## config.mk

```make
export PLATFORM = sky130hd
export DESIGN_NAME = trace_port_capture
export DESIGN_NICKNAME = d
export VERILOG_FILES = /design/src/rtl/trace_port_capture.sv
export SDC_FILE = /design/constraint.sdc
export NUM_CORES = 1
export LEC_CHECK = 0
export CAP_MARGIN = 20
export CORE_MARGIN = 1.5
export CORE_UTILIZATION = 55
export DETAILED_ROUTE_END_ITERATION = 10
export GPL_TIMING_DRIVEN = 0
export PLACE_DENSITY = 0.82
export SYNTH_ARGS = -nofsm -noshare
export SYNTH_HDL_FRONTEND = slang
export SYNTH_SLANG_ARGS = --single-unit
```

## constraint.sdc

```tcl
create_clock -name clkIn -period 2.7 [get_ports clkIn]
set_input_delay 0.405 -clock clkIn [delete_from_list [all_inputs] [get_ports clkIn]]
set_output_delay 0.405 -clock clkIn [all_outputs]
set_load 0.005 [all_outputs]
```

## src/rtl/trace_port_capture.sv

```systemverilog
// TPIU 4-bit trace capture: sync hunt, 128-bit frame FIFO, SPI readout.
// Ports: clkIn/rstIn, traceDin/traceClk in, spi slave, LEDs, debug D6..D3.
module trace_port_capture #(
  parameter int FIFO_DEPTH   = 4,
  parameter int LED_STRETCH  = 2400000,
  parameter int SYNC_TIMEOUT = 48000
) (
  input  logic       clkIn,
  input  logic       rstIn,
  input  logic [3:0] traceDin,
  input  logic       traceClk,
  input  logic       spics,
  input  logic       spiclk,
  input  logic       spirx,
  output logic       spitx,
  output logic       sync_led,
  output logic       rxInd_led,
  output logic       txInd_led,
  output logic       txOvf_led,
  output logic       cts,
  output logic       D6,
  output logic       D5,
  output logic       D4,
  output logic       D3
);
  localparam int PW = $clog2(FIFO_DEPTH);
  localparam int TW = $clog2(SYNC_TIMEOUT + 1);
  localparam int LW = $clog2(LED_STRETCH + 1);

  logic         tclk_s1_q, tclk_s2_q, tclk_prev_q;
  logic [3:0]   din_s1_q, din_s2_q;
  logic         cs_s1_q, cs_s2_q, cs_prev_q;
  logic         sck_s1_q, sck_s2_q, sck_prev_q;
  logic [31:0]  window_q, window_d;
  logic         sync_q, sync_d;
  logic [4:0]   nib_cnt_q, nib_cnt_d;
  logic [127:0] frame_q, frame_d;
  logic         wr_pend_q, wr_pend_d;
  logic [TW-1:0] to_cnt_q, to_cnt_d;
  logic [127:0] mem_q [FIFO_DEPTH];
  logic [PW-1:0] wr_ptr_q, wr_ptr_d, rd_ptr_q, rd_ptr_d;
  logic [PW:0]  cnt_q, cnt_d;
  logic [127:0] shreg_q, shreg_d, tx_word;
  logic [7:0]   bit_cnt_q, bit_cnt_d;
  logic         no_pop_q, no_pop_d;
  logic [LW-1:0] led_cnt_q [3];
  logic [LW-1:0] led_cnt_d [3];

  logic        trace_edge, sync_hit, full, empty, wr_en, ovf, pop;
  logic        cs_fall, cs_rise, sck_rise, sck_fall;
  logic [31:0] win_shift;
  logic [2:0]  trig;
  logic        unused_spirx;

  assign unused_spirx = spirx;

  assign trace_edge = tclk_s2_q ^ tclk_prev_q;
  assign win_shift  = {din_s2_q, window_q[31:4]};
  assign sync_hit   = trace_edge && (win_shift == 32'h7FFF_FFFF);

  always_comb begin
    window_d  = window_q;
    sync_d    = sync_q;
    nib_cnt_d = nib_cnt_q;
    frame_d   = frame_q;
    wr_pend_d = 1'b0;
    to_cnt_d  = to_cnt_q;
    if (trace_edge) begin
      window_d = win_shift;
      to_cnt_d = '0;
      if (sync_hit) begin
        sync_d    = 1'b1;
        nib_cnt_d = '0;
      end else if (sync_q) begin
        frame_d[{nib_cnt_q, 2'b00} +: 4] = din_s2_q;
        nib_cnt_d = nib_cnt_q + 5'd1;
        wr_pend_d = (nib_cnt_q == 5'd31);
      end
    end else if (sync_q) begin
      if (to_cnt_q == TW'(SYNC_TIMEOUT - 1)) begin
        sync_d    = 1'b0;
        nib_cnt_d = '0;
        to_cnt_d  = '0;
      end else begin
        to_cnt_d = to_cnt_q + 1'b1;
      end
    end
  end

  assign full  = (cnt_q == (PW+1)'(FIFO_DEPTH));
  assign empty = (cnt_q == '0);
  assign wr_en = wr_pend_q & ~full;
  assign ovf   = wr_pend_q & full;

  assign cs_fall  = cs_prev_q & ~cs_s2_q;
  assign cs_rise  = ~cs_prev_q & cs_s2_q;
  assign sck_rise = ~sck_prev_q & sck_s2_q & ~cs_s2_q;
  assign sck_fall = sck_prev_q & ~sck_s2_q & ~cs_s2_q;

  // Byte 0 goes out first, MSB first: byte-reverse into a left shifter.
  always_comb begin
    tx_word = '0;
    for (int b = 0; b < 16; b++) begin
      tx_word[127-8*b -: 8] = mem_q[rd_ptr_q][8*b +: 8];
    end
  end

  always_comb begin
    shreg_d   = shreg_q;
    bit_cnt_d = bit_cnt_q;
    no_pop_d  = no_pop_q;
    pop       = 1'b0;
    if (cs_fall) begin
      shreg_d   = empty ? '0 : tx_word;
      no_pop_d  = empty;
      bit_cnt_d = '0;
    end else begin
      if (sck_rise && bit_cnt_q != 8'hFF) bit_cnt_d = bit_cnt_q + 8'd1;
      if (sck_fall) shreg_d = {shreg_q[126:0], 1'b0};
    end
    if (cs_rise && bit_cnt_q == 8'd128 && !no_pop_q) pop = 1'b1;
  end

  always_comb begin
    cnt_d    = cnt_q + {{PW{1'b0}}, wr_en} - {{PW{1'b0}}, pop};
    wr_ptr_d = wr_ptr_q + {{(PW-1){1'b0}}, wr_en};
    rd_ptr_d = rd_ptr_q + {{(PW-1){1'b0}}, pop};
  end

  assign trig = {ovf, pop, wr_en};

  always_comb begin
    for (int i = 0; i < 3; i++) begin
      led_cnt_d[i] = led_cnt_q[i];
      if (trig[i]) led_cnt_d[i] = LW'(LED_STRETCH);
      else if (led_cnt_q[i] != '0) led_cnt_d[i] = led_cnt_q[i] - 1'b1;
    end
  end

  always_ff @(posedge clkIn or negedge rstIn) begin
    if (!rstIn) begin
      tclk_s1_q   <= 1'b0;
      tclk_s2_q   <= 1'b0;
      tclk_prev_q <= 1'b0;
      din_s1_q    <= '0;
      din_s2_q    <= '0;
      cs_s1_q     <= 1'b1;
      cs_s2_q     <= 1'b1;
      cs_prev_q   <= 1'b1;
      sck_s1_q    <= 1'b0;
      sck_s2_q    <= 1'b0;
      sck_prev_q  <= 1'b0;
      window_q    <= '0;
      sync_q      <= 1'b0;
      nib_cnt_q   <= '0;
      frame_q     <= '0;
      wr_pend_q   <= 1'b0;
      to_cnt_q    <= '0;
      wr_ptr_q    <= '0;
      rd_ptr_q    <= '0;
      cnt_q       <= '0;
      shreg_q     <= '0;
      bit_cnt_q   <= '0;
      no_pop_q    <= 1'b1;
      for (int i = 0; i < 3; i++) led_cnt_q[i] <= '0;
      for (int i = 0; i < FIFO_DEPTH; i++) mem_q[i] <= '0;
    end else begin
      tclk_s1_q   <= traceClk;
      tclk_s2_q   <= tclk_s1_q;
      tclk_prev_q <= tclk_s2_q;
      din_s1_q    <= traceDin;
      din_s2_q    <= din_s1_q;
      cs_s1_q     <= spics;
      cs_s2_q     <= cs_s1_q;
      cs_prev_q   <= cs_s2_q;
      sck_s1_q    <= spiclk;
      sck_s2_q    <= sck_s1_q;
      sck_prev_q  <= sck_s2_q;
      window_q    <= window_d;
      sync_q      <= sync_d;
      nib_cnt_q   <= nib_cnt_d;
      frame_q     <= frame_d;
      wr_pend_q   <= wr_pend_d;
      to_cnt_q    <= to_cnt_d;
      wr_ptr_q    <= wr_ptr_d;
      rd_ptr_q    <= rd_ptr_d;
      cnt_q       <= cnt_d;
      shreg_q     <= shreg_d;
      bit_cnt_q   <= bit_cnt_d;
      no_pop_q    <= no_pop_d;
      for (int i = 0; i < 3; i++) led_cnt_q[i] <= led_cnt_d[i];
      if (wr_en) mem_q[wr_ptr_q] <= frame_q;
    end
  end

  assign spitx     = ~cs_s2_q & shreg_q[127];
  assign sync_led  = sync_q;
  assign rxInd_led = (led_cnt_q[0] != '0);
  assign txInd_led = (led_cnt_q[1] != '0);
  assign txOvf_led = (led_cnt_q[2] != '0);
  assign cts       = ~empty;
  assign D6        = sync_q;
  assign D5        = trace_edge;
  assign D4        = wr_pend_q;
  assign D3        = cs_s2_q;
endmodule

```

; ---- Word-level counts from Yosys, hierarchy flattened
; Cells that the tools add are included.
[word_totals]
word_cells = 126
regBits = 922
[classes]
add_sub_neg = 11
bitwise = 19
n_shift = 2
magnitude_cmp = 3
n_eq_ne = 7
n_mux = 34
reduce_logical = 20
[op_table]
columns = op, count
row1 = 128-bit 2-to-1 mux, 6
row2 = 512-bit bitwise mux, 1
row3 = 128-bit binary-select mux with 2-bit select, 1
row4 = 128-bit demux with 2-bit select, 1
row5 = 22-bit 2-to-1 mux, 6
row6 = 128-bit bitwise mux, 1
row7 = 4-bit by 9-bit variable shift with 128-bit output (first input constant), 1
row8 = 4-bit by 9-bit variable part select with 128-bit output, 1
row9 = 22-bit nonzero test, 3
row10 = 22-bit by 1-bit subtractor with 22-bit output (second input constant), 3
row11 = 16-bit 2-to-1 mux, 3
row12 = 32-bit by 31-bit equality test with 1-bit output (second input constant), 1
row13 = 5-bit 2-to-1 mux, 5
row14 = 16-bit by 1-bit adder with 16-bit output (second input constant), 1
row15 = 16-bit equality test (second input constant), 1
row16 = 8-bit 2-to-1 mux, 2
row17 = 2-bit nonzero test, 8
row18 = 1-bit bitwise AND, 9
row19 = 7-bit negation with 9-bit output, 1
row20 = 8-bit by 1-bit adder with 8-bit output (second input constant), 1
row21 = 8-bit equality test (second input constant), 1
row22 = 1-bit 2-to-1 mux, 8
row23 = 8-bit inequality test (second input constant), 1
row24 = 1-bit NOT, 7
row25 = 15 further kinds, 23

; ---- Depth between registers and ports, before layout
; Gate-level depths: netlist of run 1.
[depth]
word_depth = 6
depth_mapped = 12

; ---- Least setup slack after synthesis of run 1
; OpenSTA, ideal clock, no wires.
[synth_path]
path_kind = register to register
startpoint = reg cs_s2_q, in the netlist D3
endpoint = reg cnt_q[2]
setup_time_ns = 0.080
synth_period_minus_slack_ns = 2.664
arrival_ns = 2.584
n_path_buf = 1
path_stages_with_launch = 11
path_slack_ns = 0.036
cell_sequence = dfstp_2 nor4b_1 nand4_1 clkinv_1 clkbuf_1 ha_1 inv_1 ha_1 fa_1 xnor2_1 xnor2_1
[synth_between]
elab_chain_len = 5
[synth_lines]
columns = item, line_no
row1 = from (decl), 32  ; logic cs_s1_q, cs_s2_q, cs_prev_q;
row2 = from (signal assigned), 174  ; cs_s2_q <= cs_s1_q;
row3 = 1-bit bitwise AND, 96  ; assign cs_rise = ~cs_prev_q & cs_s2_q;
row4 = 1-bit logical AND (2 in a row), 121  ; if (cs_rise && bit_cnt_q == 8'd128 && !no_pop_q) pop = 1'b1;
row5 = 1-bit 2-to-1 mux, 121
row6 = 3-bit by 1-bit subtractor with 3-bit output, 125  ; cnt_d = cnt_q + {{PW{1'b0}}, wr_en} - {{PW{1'b0}}, pop};
row7 = net cnt_d[2], 42  ; logic [PW:0] cnt_q, cnt_d;
row8 = to (signal assigned), 187  ; cnt_q <= cnt_d;
row9 = to (decl), 42
; The timed path passes the listed nets, and every way through them passes these cells.
; A chain may end at the register's enable or synchronous reset.

; ---- Worst setup path after layout of run 1
[layout_path]
startpoint = reg led_cnt_q[19] (netlist name)
endpoint = out txOvf_led
[layout_between]
elab_chain_len = 1
[layout_lines]
columns = item, line_no
row1 = from (decl), 46  ; logic [LW-1:0] led_cnt_q [3];
row2 = 22-bit nonzero test, 200  ; assign txOvf_led = (led_cnt_q[2] != '0);
row3 = to (decl), 19  ; output logic txOvf_led,
; No other way between the ends.

==> out/metrics.cfg, run 1 <==
[outcome]
status=finished, violations left
violations=setup timing

[synthesis]
synth_top_family_by_area=multiplexers
synthMuxAreaShare_pct=24.7
synth_nets=3003
yosysMostFrequentCell=dfrtp_1
synthSimpleGateAreaFrac_pct=7.73
synth_xor_area_share_pct=1.32
synth-edff-count=0
synthDistinctLibCells=73
netlist.top_cell.by_area=dfrtp_1
ys_warn_count=0
synthFlopType=dfrtp_1
syn_area_sq_mm=0.0399
syn_area_per_cell_sq_um=13.4
yosysSeqAreaShare_pct=57.6
async_reset_ff_share_pct=100
synth_seq_cells=918
synthTopCellsByCount=dfrtp_1, mux2_2, nor2_1, nand2_1, a21oi_1
netlist.area_leader.share_pct=57.3
synthTopCellsByArea=dfrtp_1, mux2_2, mux4_2
synth_compound_area_share_pct=5.90
synth_fa_ha_area_share_pct=0.583
netlist_instances=2975

[power]
p_leak_nw=21.9
ir_drop_uv=444
power_density_mw_per_mm2=648

[drt]
via_count=25931
drtIter0Drc=2763
detail_route.vias_per_cell=6.22
first_pass_iters=6
wl_per_cell_microns=23.2
drt-total-wl_mm=96.6
ant_nets=0
drc=0

[global_routing]
use_met1_pct=35.5
grt_usage_pct=26.2
grt_util_met2_pct=42.4
grt_antenna_before_repair=3
grt_max_degree=123
grt_pass1_wl_mm=152
grt_overflow=0
grt_util_met3_pct=4.93
busiest_layer=met2
grt_pass1_vias=26505

[place]
portBuffers=18
dp_cells=3958
place_congestion=0.845
dp_hpwl_mm=59.7

[timing]
hold_ws_ns=0.181
period_share_pct=105
setup_viol=2
finalHoldViolCount=0
worst_slew_margin_rel_pct=43.9
worst_slack_ns=-0.140
post-route-min-period_ns=2.84
rsz0062_at_grt=yes
clock.fmax_mhz=352
finClkSkew_ns=0.0317
tightest_slew_ns=0.841
slew_violations=0

[floorplanning]
die_w_microns=272
fp.dieH_microns=272
core_sq_mm=0.0716
dieArea_sq_mm=0.0742
initial_core_util_pct=55.7
ios=20
rows=98

[setup_path]
critPathMaxStageDelay_ns=0.56
path_max_fanout=2
worstPathArrival_ns=2.44
critical_path_class=flip-flop to primary output
end_kind=primary output
crit_family=simple AND/OR/NAND/NOR gates
slowest_stage=or4b_4
worstPathRequired_ns=2.30
path_cells=or4_4 -> or4b_4 -> nor2_4 -> inv_2 -> buf_2
rrSetupSlack_ns=0
critical_path.startpoint_type=flip-flop
critical_path_buf_inv_count=2

[min_path]
min-delay-path-class=input pin to flip-flop

[layout]
area_growth_pct=14.6
regArea_sq_mm=0.0230
nets=3166
layout.cells.non_filler=4169
nFillCells=5006
drive_gt1_share_pct=34.6
multi_input_area_sq_mm=0.0164

[cts]
clockBufferDepth=3
cts_tree=yes
cts-root-buf=clkbuf_16
numClockSinks=918
clk_latency_ns=0.66
cts-htree-levels=3
clk_pin_slew_ns=0.06
cts_made_buffers=93

[flow_run]
maxCapViolCount=0

==> cell type report <==
type	count	area share, %
Timing Repair Buffer	76	2.09
Antenna cell	2	0.0109
Inverter	32	0.301
Sequential cell	918	50.2
Buffer	172	1.77
Multi-Input combinational cell	1845	35.8
Clock buffer	146	6.26
Clock inverter	28	0.925
Tap cell	950	2.60
==> worst register-to-register path, cell delays in order, from the launching register on <==
cell	delay, ns
dfrtp_1	0.45
clkbuf_8	0.21
inv_1	0.13
ha_2	0.24
nor3b_4	0.24
buf_4	0.19
xnor2_4	0.11
buf_4	0.18
nor2_1	0.31
and2_1	0.36
mux2_2	0.21
==> worst paths after layout <==
check,cells past startpoint,startpoint,to
worst max-delay path,5,led_cnt_q[19],txOvf_led
worst min-delay path,1,traceDin[0],din_s1_q[0]
worst max register to register,10,nib_cnt_q[0],frame_q[118]
worst min register to register,0,din_s1_q[2],din_s2_q[2]
max in group asynchronous,6,rstIn,mem_q[93]
min in group asynchronous,3,rstIn,led_cnt_q[50]
==> power breakdown <==
part	switching, mW	internal, mW
Clock	5.41	8.24
Combinational	0.863	0.508
Sequential	0.345	14.3
Total	6.62	23.0
==> sequential cells by signal, indices dropped and copies added (netlist names), 2 cells and up <==
| name | count |
|---|---|
| mem_q | 512 |
| frame_q | 128 |
| shreg_q | 128 |
| led_cnt_q | 66 |
| window_q | 28 |
| to_cnt_q | 16 |
| bit_cnt_q | 8 |
| nib_cnt_q | 5 |
| din_s1_q | 4 |
| din_s2_q | 4 |
| cnt_q | 3 |
| rd_ptr_q | 2 |
| wr_ptr_q | 2 |
==> kinds of logic (layout without fill, tap and decap cells) <==
family | Yosys count | count (layout)
flip-flops | 918 | 918
multiplexers | 748 | 748
AND/OR/NAND/NOR | 641 | 641
AO/OA/AOI/OAI | 378 | 378
buffers and inverters | 212 | 454
XOR/XNOR | 60 | 60
adder cells (fa/ha/maj) | 18 | 18
other | 0 | 2
==> cells in the final DEF (no fill, tap or decap), types with 46 or more instances in the layout <==
master     count
buf_4         46
nand2_1      178
o21ai_0       52
buf_2         47
a22oi_1      127
clkbuf_16     99
nor2_1       227
clkbuf_1      94
mux4_2       128
mux2_2       608
a21oi_1      153
dfrtp_1      912
==> routing by layer <==
| layer | vias to the layer above | share of wire (%) |
|---|---|---|
| met3 | 229 | 7.2 |
| met1 | 13587 | 41 |
| met2 | 991 | 49 |
| li1 | 11124 | - |
| met4 | 0 | 3.5 |
| met5 | - | 0 |
==> per-stage QoR <==
step / setup TNS [ns] / util, % / cell area (sq um) / power (mW) / worst slack, ns
2_1_floorplan: 0 / - / 39900 / 15.5 / 0.0365
3_3_place_gp: - / 57.7 / 41300 / 16.0 / -39.59
3_5_place_dp: -245.31 / 58.2 / 41700 / 16.2 / -0.805
4_1_cts: -0.278 / 63.4 / 45400 / 29.8 / -0.152
5_1_grt: -1.07 / 63.9 / 45700 / 30.5 / -0.194
6_report: -0.187 / 63.9 / 45700 / 29.6 / -0.140
==> what timing repair did <==
action	CTS	global route
endpoints found under the setup margin	593	444
setup buffers	21	18
endpoints found under the hold margin	77	0
pin swaps	10	8
gates cloned	0	2
hold buffers	2	0
resized for setup	73	53
Power figures use the tool's default switching activity.
==> run 2: changes to the inputs <==
--- a/config.mk
+++ b/config.mk
@@ -5,7 +5,6 @@
 export SDC_FILE = /design/constraint.sdc
 export NUM_CORES = 1
 export LEC_CHECK = 0
-export CAP_MARGIN = 20
 export CORE_MARGIN = 1.5
 export CORE_UTILIZATION = 55
 export DETAILED_ROUTE_END_ITERATION = 10
==> run 2 against run 1 <==
The run still ends with setup timing left. Clock power is essentially flat. Combinational power is essentially flat. Sequential power is essentially flat. Die area is the same. Flip-flop and latch count is the same. Critical endpoint unchanged. Largest cell class unchanged. Largest power group unchanged.
==> out/metrics.cfg, run 2 (synthesis gave the netlist of run 1 again) <==
[outcome]
status=finished, violations left
violations=setup timing

[global_routing]
grt_usage_pct=26.2  ; -0.049 points
grt_antenna_before_repair=2  ; -1
grt_max_degree=123  ; unchanged
grt_overflow=0  ; unchanged
grt_pass1_vias=26726  ; +0.83%
grt_pass1_wl_mm=152  ; +0.17%

[drt]
wl_per_cell_microns=23.1  ; -0.48%
drc=0  ; unchanged
via_count=25765  ; -0.64%
drtIter0Drc=2568  ; -7.1%
ant_nets=0  ; unchanged
detail_route.vias_per_cell=6.19  ; -0.43%
first_pass_iters=6  ; unchanged
drt-total-wl_mm=96.0  ; -0.69%

[place]
portBuffers=18  ; unchanged
dp_cells=3951  ; -0.18%
place_congestion=0.845  ; unchanged
dp_hpwl_mm=58.8  ; -1.5%

[timing]
slew_violations=0  ; unchanged
worst_slew_margin_rel_pct=1.27  ; -43 points
rsz0062_at_grt=yes
tns_ns=-0.172  ; +0.0152 ns
period_share_pct=104  ; -1.2 points
clock.fmax_mhz=356  ; +1.1%
post-route-min-period_ns=2.81  ; -0.0311 ns
tightest_slew_ns=1.48  ; +0.640 ns
finalHoldViolCount=0  ; unchanged
setup_viol=3  ; +1
worst_slack_ns=-0.109  ; +0.0311 ns
finClkSkew_ns=0.0271  ; -0.00458 ns
hold_ws_ns=0.195  ; +0.0138 ns

[setup_path]
crit_family=simple AND/OR/NAND/NOR gates
critical_path_buf_inv_count=2  ; unchanged
critical_path_class=flip-flop to primary output
rr_startpoint=din_s2_q[1]
slowest_stage=or4b_4
worstPathRequired_ns=2.30  ; about the same
worst_r2r_endpoint=frame_q[57]
cp-endpoint=txOvf_led
end_kind=primary output
critPathLaunch=led_cnt_q[16]
critical_path.startpoint_type=flip-flop
path_cells=or4_4 -> or4b_4 -> nor2_4 -> inv_2 -> buf_2
path_max_fanout=2  ; unchanged
worstPathArrival_ns=2.40  ; -0.04 ns
critPathMaxStageDelay_ns=0.56  ; about the same
rr_worst_depth=4  ; -6
cp.depth=5  ; unchanged
rrSetupSlack_ns=-0.02  ; -0.02 ns

[min_path]
holdPathStages=1  ; unchanged
worstHoldStart=traceClk
min-delay-path-class=input pin to flip-flop

[flow_run]
maxCapViolCount=0  ; unchanged

[layout]
nets=3161  ; -0.16%
final_cell_mix=dfrtp_1, mux2_2, nor2_1
final_common_cell=dfrtp_1
area_growth_pct=14.1
drive_gt1_share_pct=35.0  ; +0.37 points
largest_register_ffs=512  ; unchanged
layout.cells.non_filler=4160  ; -0.22%
reg_top3=mem_q (512), frame_q (128), shreg_q (128)
largest_register=mem_q

[power]
p_leak_nw=21.8  ; -0.46%
ir_drop_uv=523  ; +18%
power_density_mw_per_mm2=646  ; -0.30%
power_mw=29.4  ; -0.70%

[floorplanning]
rows=98  ; unchanged
core_sq_mm=0.0716  ; unchanged
die_w_microns=272  ; unchanged
initial_core_util_pct=55.7  ; unchanged
fp.dieH_microns=272  ; unchanged
dieArea_sq_mm=0.0742  ; unchanged
ios=20  ; unchanged

[cts]
clockBufferDepth=3  ; unchanged
clk_latency_ns=0.66  ; about the same
cts-htree-levels=3  ; unchanged
clk_pin_slew_ns=0.06  ; about the same
cts_made_buffers=93  ; unchanged
cts-root-buf=clkbuf_16
cts_tree=yes
numClockSinks=918  ; unchanged

==> run 2: changes by cell type in the layout (fill, tap and decap cells not counted), sizes merged <==
cell,delta
clkinvlp,+5
diode,-1
buf,-11
dlygate4sd2,+1
clkinv,+5
bufinv,-2
inv,+2
clkdlybuf4s15,-1
clkbuf,-7
==> run 2: worst min-delay path by stage <==
stage                   to
5_1_grt           sck_s1_q
3_3_place_gp   din_s2_q[2]
2_1_floorplan           D4
3_5_place_dp   din_s2_q[3]
4_1_cts            cs_s1_q
6_report         tclk_s1_q
==> run 2: worst register-to-register path, stage by stage, from the launching register on <==
cell and delay, ns:
dfrtp_1 0.71, clkbuf_1 1.14, nand2_1 0.34, nor2_1 0.29, mux2_2 0.19
==> run 2: layer usage <==
layer / track usage (%) / part of all wire [%] / up-vias
li1: - / - / 11104
met1: 35.3 / 41 / 13515
met2: 42.0 / 48 / 916
met3: 5.35 / 6.6 / 230
met4: 10.5 / 3.7 / 0
met5: 0 / 0 / -
==> run 2: where the power goes <==
part           switching [mW]  internal [mW]  leakage (nW)
Clock                    5.60           7.87          1.57
Combinational           0.859          0.491          7.83
Sequential              0.338           14.3          12.4
Total                    6.80           22.6          21.8
==> run 2: timing repair <==
action                                 4_1_cts  5_1_grt
gates resized for setup                     81       53
hold buffers                                 2        0
endpoints found under the hold margin       77        0
pin swaps                                   11        6
cloned                                       0        1
setup buffers                               32        9
setup endpoints to repair                  581      627
==> run 2: layout make-up <==
| class | instances | area [sq um] |
|---|---|---|
| multi-input combinational | 1845 | 16400 |
| clock buffer | 133 | 2700 |
| buffer | 173 | 826 |
| fill | 5007 | 26100 |
| clock inverter | 38 | 534 |
| antenna | 1 | 2.50 |
| inverter | 32 | 131 |
| tap | 950 | 1190 |
| timing repair buffer | 70 | 783 |
| sequential | 918 | 23000 |
==> run 2: metrics by stage <==
step | worst slack (ns) | cell area [sq um] | utilization [%]
final | -0.109 | 45600 | 63.6
after global routing | -0.191 | 45600 | 63.6
after CTS | -0.140 | 45300 | 63.3
after detailed placement | -0.964 | 41500 | 58.0
after global placement | -39.59 | 41300 | 57.7
after floorplan | 0.0365 | 39900 | -
